$ cat config.mk
export PLATFORM = sky130hd
export DESIGN_NAME = ldpc_enc
export DESIGN_NICKNAME = d
export VERILOG_FILES = /design/src/rtl/ldpc_enc.sv
export SDC_FILE = /design/constraint.sdc
export NUM_CORES = 1
export LEC_CHECK = 0
export CAP_MARGIN = 20
export CORE_MARGIN = 2
export CORE_UTILIZATION = 40
export CTS_CLUSTER_SIZE = 10
export DETAILED_ROUTE_END_ITERATION = 12
export SLEW_MARGIN = 25
export SYNTH_ARGS = -nofsm -noshare
export SYNTH_HDL_FRONTEND = slang
export SYNTH_SLANG_ARGS = --single-unit
$ cat constraint.sdc
create_clock -name clk -period 3.3 [get_ports clk]
set_input_delay 0.66 -clock clk [delete_from_list [all_inputs] [get_ports clk]]
set_output_delay 0.66 -clock clk [all_outputs]
set_load 0.02 [all_outputs]
$ cat src/rtl/ldpc_enc.sv
// rtl/ldpc_enc.sv - systematic QC-LDPC encoder, message blocks followed by dual-diagonal parity
// Optional feature macro: LDPC_ENC_FRAME_CNT_EN (adds frame_cnt output counting completed frames)
module ldpc_enc #(
  parameter int D       = 8,
  parameter int R       = 5,
  parameter int C       = 3,
  parameter int SHIFT_W = 4,
  parameter logic [C*(R-C)*SHIFT_W-1:0] SHIFT_TBL = 24'h583210
) (
  input  logic         clk,
  input  logic         rst,
  input  logic [D-1:0] in_data,
  input  logic         in_valid,
  output logic         in_ready,
  output logic [D-1:0] out_data,
  output logic         out_valid,
  input  logic         out_ready,
  output logic         out_last,
  output logic         busy
`ifdef LDPC_ENC_FRAME_CNT_EN
  ,
  output logic [15:0]  frame_cnt
`endif
);

  localparam int K    = R - C;
  localparam int MC_W = (K > 1) ? $clog2(K) : 1;
  localparam int PC_W = (C > 1) ? $clog2(C) : 1;

  typedef enum logic {ST_MSG, ST_PAR} state_t;

  state_t          state_q;
  logic [MC_W-1:0] msg_cnt_q;
  logic [PC_W-1:0] par_cnt_q;
  logic [D-1:0]    s_q [C];
  logic [D-1:0]    p_prev_q;
  logic [D-1:0]    out_data_q;
  logic            out_valid_q;
  logic            out_last_q;

  logic            load_free;
  logic            msg_acc;
  logic            par_load;
  logic            par_final;
  logic [D-1:0]    s_d [C];
  logic [D-1:0]    par_d;

  // Cyclic shift of one circulant: y[k] = x[(k+s) mod D]; shift values >= D denote an all-zero block.
  function automatic logic [D-1:0] rot(input logic [D-1:0] x, input logic [SHIFT_W-1:0] sh);
    int shi;
    shi = int'(sh);
    if (shi >= D) return '0;
    return (x >> shi) | (x << (D - shi));
  endfunction

  // Handshake qualifiers; the single output register can be refilled on the cycle it is popped.
  always_comb begin
    load_free = !out_valid_q || out_ready;
    msg_acc   = (state_q == ST_MSG) && in_valid && load_free;
    par_load  = (state_q == ST_PAR) && load_free;
    par_final = (par_cnt_q == PC_W'(C - 1));
  end

  // Every block row folds the incoming message block into its syndrome with its own circulant shift.
  always_comb begin
    for (int i = 0; i < C; i++) begin
      s_d[i] = s_q[i];
      for (int j = 0; j < K; j++) begin
        if (msg_cnt_q == MC_W'(j)) begin
          s_d[i] = s_q[i] ^ rot(in_data, SHIFT_TBL[(i*K+j)*SHIFT_W +: SHIFT_W]);
        end
      end
    end
  end

  // Staircase back-substitution: each parity block is its row syndrome XOR the previous parity block.
  always_comb begin
    par_d = s_q[par_cnt_q] ^ ((par_cnt_q == '0) ? '0 : p_prev_q);
  end

  // Frame sequencer: message pass-through with syndrome accumulation, then C parity loads.
  always_ff @(posedge clk) begin
    if (!rst) begin
      state_q     <= ST_MSG;
      msg_cnt_q   <= '0;
      par_cnt_q   <= '0;
      p_prev_q    <= '0;
      out_data_q  <= '0;
      out_valid_q <= 1'b0;
      out_last_q  <= 1'b0;
      for (int i = 0; i < C; i++) s_q[i] <= '0;
    end else if (msg_acc) begin
      for (int i = 0; i < C; i++) s_q[i] <= s_d[i];
      out_data_q  <= in_data;
      out_valid_q <= 1'b1;
      out_last_q  <= 1'b0;
      if (msg_cnt_q == MC_W'(K - 1)) begin
        msg_cnt_q <= '0;
        state_q   <= ST_PAR;
      end else begin
        msg_cnt_q <= msg_cnt_q + MC_W'(1);
      end
    end else if (par_load) begin
      out_data_q  <= par_d;
      out_valid_q <= 1'b1;
      out_last_q  <= par_final;
      if (par_final) begin
        par_cnt_q <= '0;
        p_prev_q  <= '0;
        state_q   <= ST_MSG;
        for (int i = 0; i < C; i++) s_q[i] <= '0;
      end else begin
        par_cnt_q <= par_cnt_q + PC_W'(1);
        p_prev_q  <= par_d;
      end
    end else if (out_valid_q && out_ready) begin
      out_valid_q <= 1'b0;
      out_last_q  <= 1'b0;
    end
  end

  assign in_ready  = (state_q == ST_MSG) && load_free;
  assign out_data  = out_data_q;
  assign out_valid = out_valid_q;
  assign out_last  = out_last_q;
  assign busy      = (msg_cnt_q != '0) || (state_q == ST_PAR) || out_valid_q;

`ifdef LDPC_ENC_FRAME_CNT_EN
  logic [15:0] frame_cnt_q;

  // Count frames whose final parity block has been consumed downstream; wraps naturally.
  always_ff @(posedge clk) begin
    if (!rst) begin
      frame_cnt_q <= '0;
    end else if (out_valid_q && out_ready && out_last_q) begin
      frame_cnt_q <= frame_cnt_q + 16'd1;
    end
  end

  assign frame_cnt = frame_cnt_q;
`endif

endmodule

Word level (Yosys, flattened, before mapping):

Memories as Yosys holds them, arrays and structs flattened. A register that Yosys moved wholly into a read port is not among the register bits.
Index checks and enable logic that the tools add are counted.
W data, S select, Z words.

* RAM bits: 24
* bits of input ports: 12
* memories: 1
* output and inout bits: 12
* register bits: 22
* word-level logic and storage cells: 86

* equal/unequal tests: 2
* add/sub/neg operators: 2
* reduce and logical (&&, ||, !) cells: 17
* bitwise operators: 20
* mux-type cells: 37

Memory list
* s_q: words 3, width 8, read ports 4, clocked after Yosys merged registers in 1, write ports 3, RTL line 35 `logic [D-1:0] s_q [C];`

Operators with widths (number)
* $mux W8: 15
* $xor A8 B8 Y8: 7
* $mux W1: 19
* $or A3 B8 Y8: 1
* $or A5 B8 Y8: 1
* $or A6 B8 Y8: 1
* $or A7 B8 Y8: 1
* $mux W2: 3
* $or A1 B1 Y1: 6
* $reduce_bool A2 Y1: 3
* $logic_and A1 B1 Y1: 5
* $logic_or A1 B1 Y1: 3
* $not A1 Y1: 3
* $reduce_and A3 Y1: 1
* $reduce_bool A3 Y1: 1
* $add A2 B1 Y2 const B: 1
* $eq A2 B2 Y1 const B: 1
* $logic_not A2 Y1: 1
* $ne A2 B2 Y1 const B: 1
* $reduce_and A2 Y1: 1
* $reduce_or A2 Y1: 1
* $add A1 B1 Y1 const B: 1
* $logic_not A1 Y1: 1

Logic depth before layout (Yosys ltp):

Gate-level depths: netlist of the first run.

* word-level depth: 8
* depth in mapped cells: 6
* depth with buffers taken out: 4

Worst setup path before layout of the first run:

OpenSTA, ideal clock, no wires.

* path type: input to register
* from: in out_ready
* to: mem s_q[0][0] (enable)
* setup time: 0.416 ns
* required time: 2.884 ns
* slack: 1.291 ns
* arrival time: 1.593 ns
* path buffers: 1
* cell stages on the path: 5
* cells stage by stage: nand2b_1 and2_1 clkbuf_1 nand2b_1 nand3b_1

RTL lines
* start, declared: RTL line 17 `input logic out_ready,`
* end, declared: RTL line 35

Worst setup path in the final report of the first run:

* from: in out_ready
* to: out in_ready

* longest elaborated chain between the ends: 2

Ends and longest elaborated chain
* $logic_or A1 B1 Y1: RTL line 58 `load_free = !out_valid_q || out_ready;`
* $logic_and A1 B1 Y1: RTL line 122 `assign in_ready = (state_q == ST_MSG) && load_free;`
* end, declared: RTL line 14 `output logic in_ready,`

No other way between the ends.

==> results of run 1 <==
## final cells by class
cell class | count | area, µm²
clock buffers | 6 | 72.57
multi-input cells | 197 | 1399
repair buffers | 31 | 290.3
fillers | 649 | 3603
flip-flops and latches | 48 | 1201
inverters | 2 | 7.507
clock inverters | 2 | 7.507
well taps | 80 | 100.1
## stage by stage
stage	total power, µW	area (µm²)
6_report	1395	3078
5_1_grt	1465	3078
4_1_cts	1406	3078
3_5_place_dp	1065	2998
3_3_place_gp	1062	2998
2_1_floorplan	963.7	2721
## flip-flops by register name, summed over array words and instances, names as in the netlist, named ones only
signal and count:
s_q 24, out_data 8, p_prev_q 8, par_cnt_q 2, msg_cnt_q 1, out_last 1, out_valid 1, state_q 1
## worst reg2reg max path, cell delays in order, from the launching register on
cell and delay [ns]:
dfxtp_1 0.73, nand2_1 0.46, or4_1 0.62, o211ai_1 0.09
## worst paths after layout
check                   startpoint  cells after the start                        to  slack [ns]
max                      out_ready                      4                  in_ready        0.71
max reg2reg   state_q$_SDFFE_PN0P_                      3  out_data[4]$_SDFFE_PN0P_        1.32
min reg2reg  out_last$_SDFFE_PP0P_                      2     out_last$_SDFFE_PP0P_        0.50
min          out_last$_SDFFE_PP0P_                      2     out_last$_SDFFE_PP0P_        0.50
## placed cells by master (no fill, tap or decap), drive strengths merged, types with 2 or more instances in the layout
| cell type | synthesis | final |
|---|---|---|
| nand3 | 2 | 2 |
| nor3 | 2 | 2 |
| nand4 | 9 | 9 |
| o21a | 7 | 7 |
| xor2 | 16 | 16 |
| buf | 9 | 8 |
| clkdlybuf4s50 | 0 | 23 |
| xnor2 | 9 | 9 |
| edfxtp | 24 | 24 |
| nand2b | 10 | 10 |
| nand3b | 3 | 3 |
| nor2b | 10 | 10 |
| dfxtp | 24 | 24 |
| clkinv | 0 | 2 |
| or4 | 8 | 8 |
| o211ai | 15 | 15 |
| inv | 2 | 2 |
| o21ai | 9 | 9 |
| clkbuf | 16 | 6 |
| a211oi | 8 | 8 |
| nor2 | 29 | 29 |
| nand2 | 4 | 4 |
| a31oi | 8 | 8 |
| mux2 | 8 | 8 |
| a2bb2oi | 8 | 8 |
| a21oi | 11 | 11 |
| o2111ai | 7 | 7 |
| mux2i | 10 | 10 |
## per-layer routing
metal	routed length, µm	up-vias	global-route usage	share of wire
li1	-	1038	-	-
met1	3387	1008	0.2726	0.52
met2	2896	35	0.2741	0.44
met3	216	6	0.04000	0.033
met4	39	0	0.02557	0.0060
met5	0	-	0	0
## synthesized netlist by cell type (all sizes together) (10+ instances only)
library cell / number
dfxtp: 24
nand2b: 10
nor2: 29
xor2: 16
mux2i: 10
nor2b: 10
edfxtp: 24
a21oi: 11
clkbuf: 16
o211ai: 15
## report_power, final
group	switching [µW]	total (µW)	internal, µW
combinational	165	319	154
clock	197	342	145
sequential	50.4	734	683
## cell families (layout without fill, tap and decap cells)
logic type | count (synthesis) | in the layout | synth area share
xor+xnor | 25 | 25 | 0.08046
flops | 48 | 48 | 0.4414
simple gates | 80 | 80 | 0.1595
buf+inv | 27 | 41 | 0.04460
mux | 18 | 18 | 0.08414
compound gates | 74 | 74 | 0.1899
==> qor.txt, run 1 <==
synth top area cells -> edfxtp_1 (26%), dfxtp_1 (18%), xor2_1 (5.1%), o211ai_1 (4.1%), nor2_1 (4.0%)
max frequency -> 0.3867 GHz
initial antenna violation count -> 0
Syn Inst Count -> 272
Num CTS Buffers -> 5
final setup vio count -> 0
syn_nets -> 284
CTS resizes -> 0
worst path bufs/invs -> 2
area added between synthesis and finish -> 13.10%
H-tree levels -> 2
Clock Skew -> 0.006656 ns
initial core utilization -> 0.4073
CP startpoint kind -> input port
number of I/O pins -> 24
CP delay by family, top -> buffers and inverters
sequential area share after synthesis -> 0.4414
Pre-antenna DRT Iters -> 4
Period minus WS final -> 2.586 ns
RSZ-0062 raised after global routing -> no
drt drc -> 0
status -> complete, no violations
Port Buffers -> 23
Cell Count Post-Placement -> 358
Clock Tree Buf Depth -> 2
root buffer cell -> clkbuf_8
VDD IR max -> 222.9 µV
Die W -> 86.48 µm
Std-Cell Rows -> 30
hpwl dp -> 4315 µm
Clk pin slew, worst setup/hold paths -> 0.08 ns
nature of the critical path endpoint -> output port
WL per Instance -> 17.87 µm
CP dominant cell by count -> clkdlybuf4s50_1
die area -> 7479 µm²
Yosys top cell by area -> edfxtp_1
Hold Crit Class -> reg2reg
crit path DAT -> 1.93 ns
Worst slew margin -> 0.4523
crit path max-delay cell type -> clkdlybuf4s50_1
layout cells sized above 1 -> 0.08042
Mean Syn Cell Area -> 10.01 µm²
clk sinks -> 48
TNS Setup -> 0 ns
crit path max fanout -> 2
via count -> 2,087
Total GRT Usage -> 0.1814
n_diodes -> 0
post-route ant nets -> 0
fin cells -> 366
Worst-Margin Slew -> 0.8207 ns
worst hold margin -> 0.4964 ns
fin nets -> 297
CP Class -> in2out
fraction of registers with async set/reset -> 0
# Max-Cap Violations -> 0
worst setup margin -> 0.7137 ns
Post-CTS Hold Buffers -> 0
first-pass GRT wire length -> 10,520 µm
Layout Utilization -> 0.4607
core area -> 6681 µm²
cells along the critical path -> clkdlybuf4s50_1 -> nor2b_1 -> nor2_1 -> clkdlybuf4s50_1
period utilization -> 0.7837
top-area cell type share of the netlist area -> 0.2648
required time of the critical path -> 2.64 ns
Setup Fix Bufs, Post-CTS -> 0
Leak -> 0.001028 µW
later-pin clock latency in the skew report -> 0.30 ns
synthesized cell area -> 2721 µm²
vias in the first global route -> 1,953
Yosys Warn Count -> 0
GPL Wtd Cong -> 0.7578
Iter 0 DRT Violations -> 185
pin count of the biggest net entering global routing -> 30
post-synthesis cell type count -> 35
Post-synth top flop -> edfxtp_1
EDFF count, synth -> 24
routed wire length -> 6540 µm
slowest cell delay on critical path -> 0.62 ns
CTS tree -> yes
gr ovfl total -> 0
drt via density -> 5.702
dpl ws -> 0.7103 ns
Yosys reg bits -> 48
height of the die -> 86.48 µm
Power per Cell Area -> 453.3 nW/µm²
Max Transition Viols Final -> 0
endpoints failing hold -> 0
(Power assumes the default switching activity.)
==> inputs of run 2 (changes only) <==
==> constraint.sdc (replaced) <==
create_clock -name clk -period 2.4 [get_ports clk]
set_input_delay 0.48 -clock clk [delete_from_list [all_inputs] [get_ports clk]]
set_output_delay 0.48 -clock clk [all_outputs]
set_load 0.02 [all_outputs]
==> run 2 against run 1 <==
Net effect: core utilization up 1.2 points; via count up 1.1%; flip-flop and latch count unchanged; global-route usage down 0.36 points; cell count up 1.4%; non-clock buffer count up 5; die area unchanged; first-iteration DRC count down 16%; critical endpoint unchanged.
==> qor.txt, run 2 (synthesized netlist as in run 1, its figures left out) <==
fin nets -> 302 (+1.7%)
Top reg by flops -> s_q
CP startpoint kind -> input port
Clk pin slew, worst setup/hold paths -> 0.09 ns (about the same)
first-pass GRT wire length -> 10,490 µm (-0.20%)
clk sinks -> 48 (unchanged)
# Max-Cap Violations -> 0 (unchanged)
worst setup margin -> 0.1818 ns (-0.5319 ns)
nature of the critical path endpoint -> output port
number of I/O pins -> 24 (unchanged)
CTS tree -> yes
hpwl dp -> 4439 µm (+2.9%)
Worst slew margin -> 0.4767 (+0.02442)
height of the die -> 86.48 µm (unchanged)
RSZ-0062 raised after global routing -> no
Max Transition Viols Final -> 0 (unchanged)
initial core utilization -> 0.4073 (unchanged)
final setup vio count -> 0 (unchanged)
Iter 0 DRT Violations -> 156 (-16%)
period utilization -> 0.9242
GPL Wtd Cong -> 0.8622 (+14%)
Hold Crit Class -> reg2reg
crit path DAT -> 1.74 ns (-0.19 ns)
Port Buffers -> 23 (unchanged)
Std-Cell Rows -> 30 (unchanged)
Period minus WS final -> 2.218 ns
VDD IR max -> 411.6 µV (+85%)
Setup Fix Bufs, Post-CTS -> 0 (unchanged)
vias in the first global route -> 2,039 (+4.4%)
n_diodes -> 0 (unchanged)
via count -> 2,109 (+1.1%)
routed wire length -> 6265 µm (-4.2%)
dpl ws -> 0.1626 ns (-0.5477 ns)
Power per Cell Area -> 644.6 nW/µm² (+42%)
Final Cell Area -> 3156 µm² (+2.5%)
max frequency -> 0.4508 GHz
commonest non-fill, non-tap cell in the layout -> nor2_1
most frequent cells in the layout -> nor2_1 (29), dfxtp_1 (24), edfxtp_1 (24), clkdlybuf4s50_1 (23), xor2_1 (16)
Clock Skew -> 0.003107 ns (-0.003549 ns)
H-tree levels -> 2 (unchanged)
Placed Area -> 3048 µm² (+1.7%)
TNS Setup -> 0 ns (unchanged)
Leak -> 0.001074 µW (+4.5%)
later-pin clock latency in the skew report -> 0.30 ns (about the same)
CP Class -> in2out
Worst-Margin Slew -> 0.7839 ns (-0.03681 ns)
drt via density -> 5.685 (-0.31%)
endpoints failing hold -> 0 (unchanged)
area added between synthesis and finish -> 15.95%
initial antenna violation count -> 0 (unchanged)
CTS resizes -> 0 (unchanged)
post-route ant nets -> 0 (unchanged)
WL per Instance -> 16.89 µm (-5.5%)
Post-CTS Hold Buffers -> 0 (unchanged)
die area -> 7479 µm² (unchanged)
drt drc -> 0 (unchanged)
Layout Utilization -> 0.4723 (+0.01161)
gr ovfl total -> 0 (unchanged)
crit path max fanout -> 2 (unchanged)
core area -> 6681 µm² (unchanged)
Clock Tree Buf Depth -> 2 (unchanged)
Num CTS Buffers -> 5 (unchanged)
Design Power -> 2034 µW (+46%)
pin count of the biggest net entering global routing -> 28 (-6.7%)
max reg flops -> 24 (unchanged)
required time of the critical path -> 1.92 ns (-0.72 ns)
Pre-antenna DRT Iters -> 4 (unchanged)
layout cells sized above 1 -> 0.1031 (+0.02267)
root buffer cell -> clkbuf_8
status -> complete, no violations
Total GRT Usage -> 0.1778 (-0.003608)
Die W -> 86.48 µm (unchanged)
run 2: cell types whose count changed in the layout (fill, tap and decap cells not counted), sizes merged:
cell    before  now
clkinv       2    1
buf          8   13
bufinv       0    1
run 2: critical path, cell delays in order:
cell and delay, ns:
clkdlybuf4s50_1 0.47, nor2b_1 0.06, nor2_1 0.11, clkdlybuf4s50_1 0.62
run 2: worst paths after layout:
check	to	startpoint	depth (start not counted)	slack, ns
worst max-delay path	in_ready	out_ready	4	0.18
worst min-delay path	out_last$_SDFFE_PP0P_	out_last$_SDFFE_PP0P_	2	0.51
worst max register to register	out_data[0]$_SDFFE_PN0P_	register	4	0.51
worst min register to register	out_last$_SDFFE_PP0P_	out_last$_SDFFE_PP0P_	2	0.51
run 2: cell type report:
class                           instances  area, µm²
Multi-Input combinational cell        197       1399
Timing Repair Buffer                   36      340.3
Clock inverter                          2      35.03
Clock buffer                            6      72.57
Inverter                                2      7.507
Sequential cell                        48       1201
Tap cell                               80      100.1
Fill cell                             633       3526
run 2: per-layer routing:
metal  vias to the layer above  part of all wire  track usage
met5                         -                 0            0
met4                         0            0.0073      0.04119
met3                         5             0.047      0.02857
met2                        59              0.43       0.2580
met1                      1002              0.51       0.2762
li1                       1043                 -            -
run 2: stage by stage:
stage | std cells | hold slack (ns)
floorplan | 272 | 0.4961
global placement | 363 | 0.4928
detailed placement | 363 | 0.4907
CTS | 371 | 0.5101
global route | 371 | 0.5443
finish | 371 | 0.5090
run 2: power breakdown:
part           internal, µW  total (µW)  switching, µW
Clock                   310         577            267
Sequential              939         992           52.5
Combinational           223         465            243
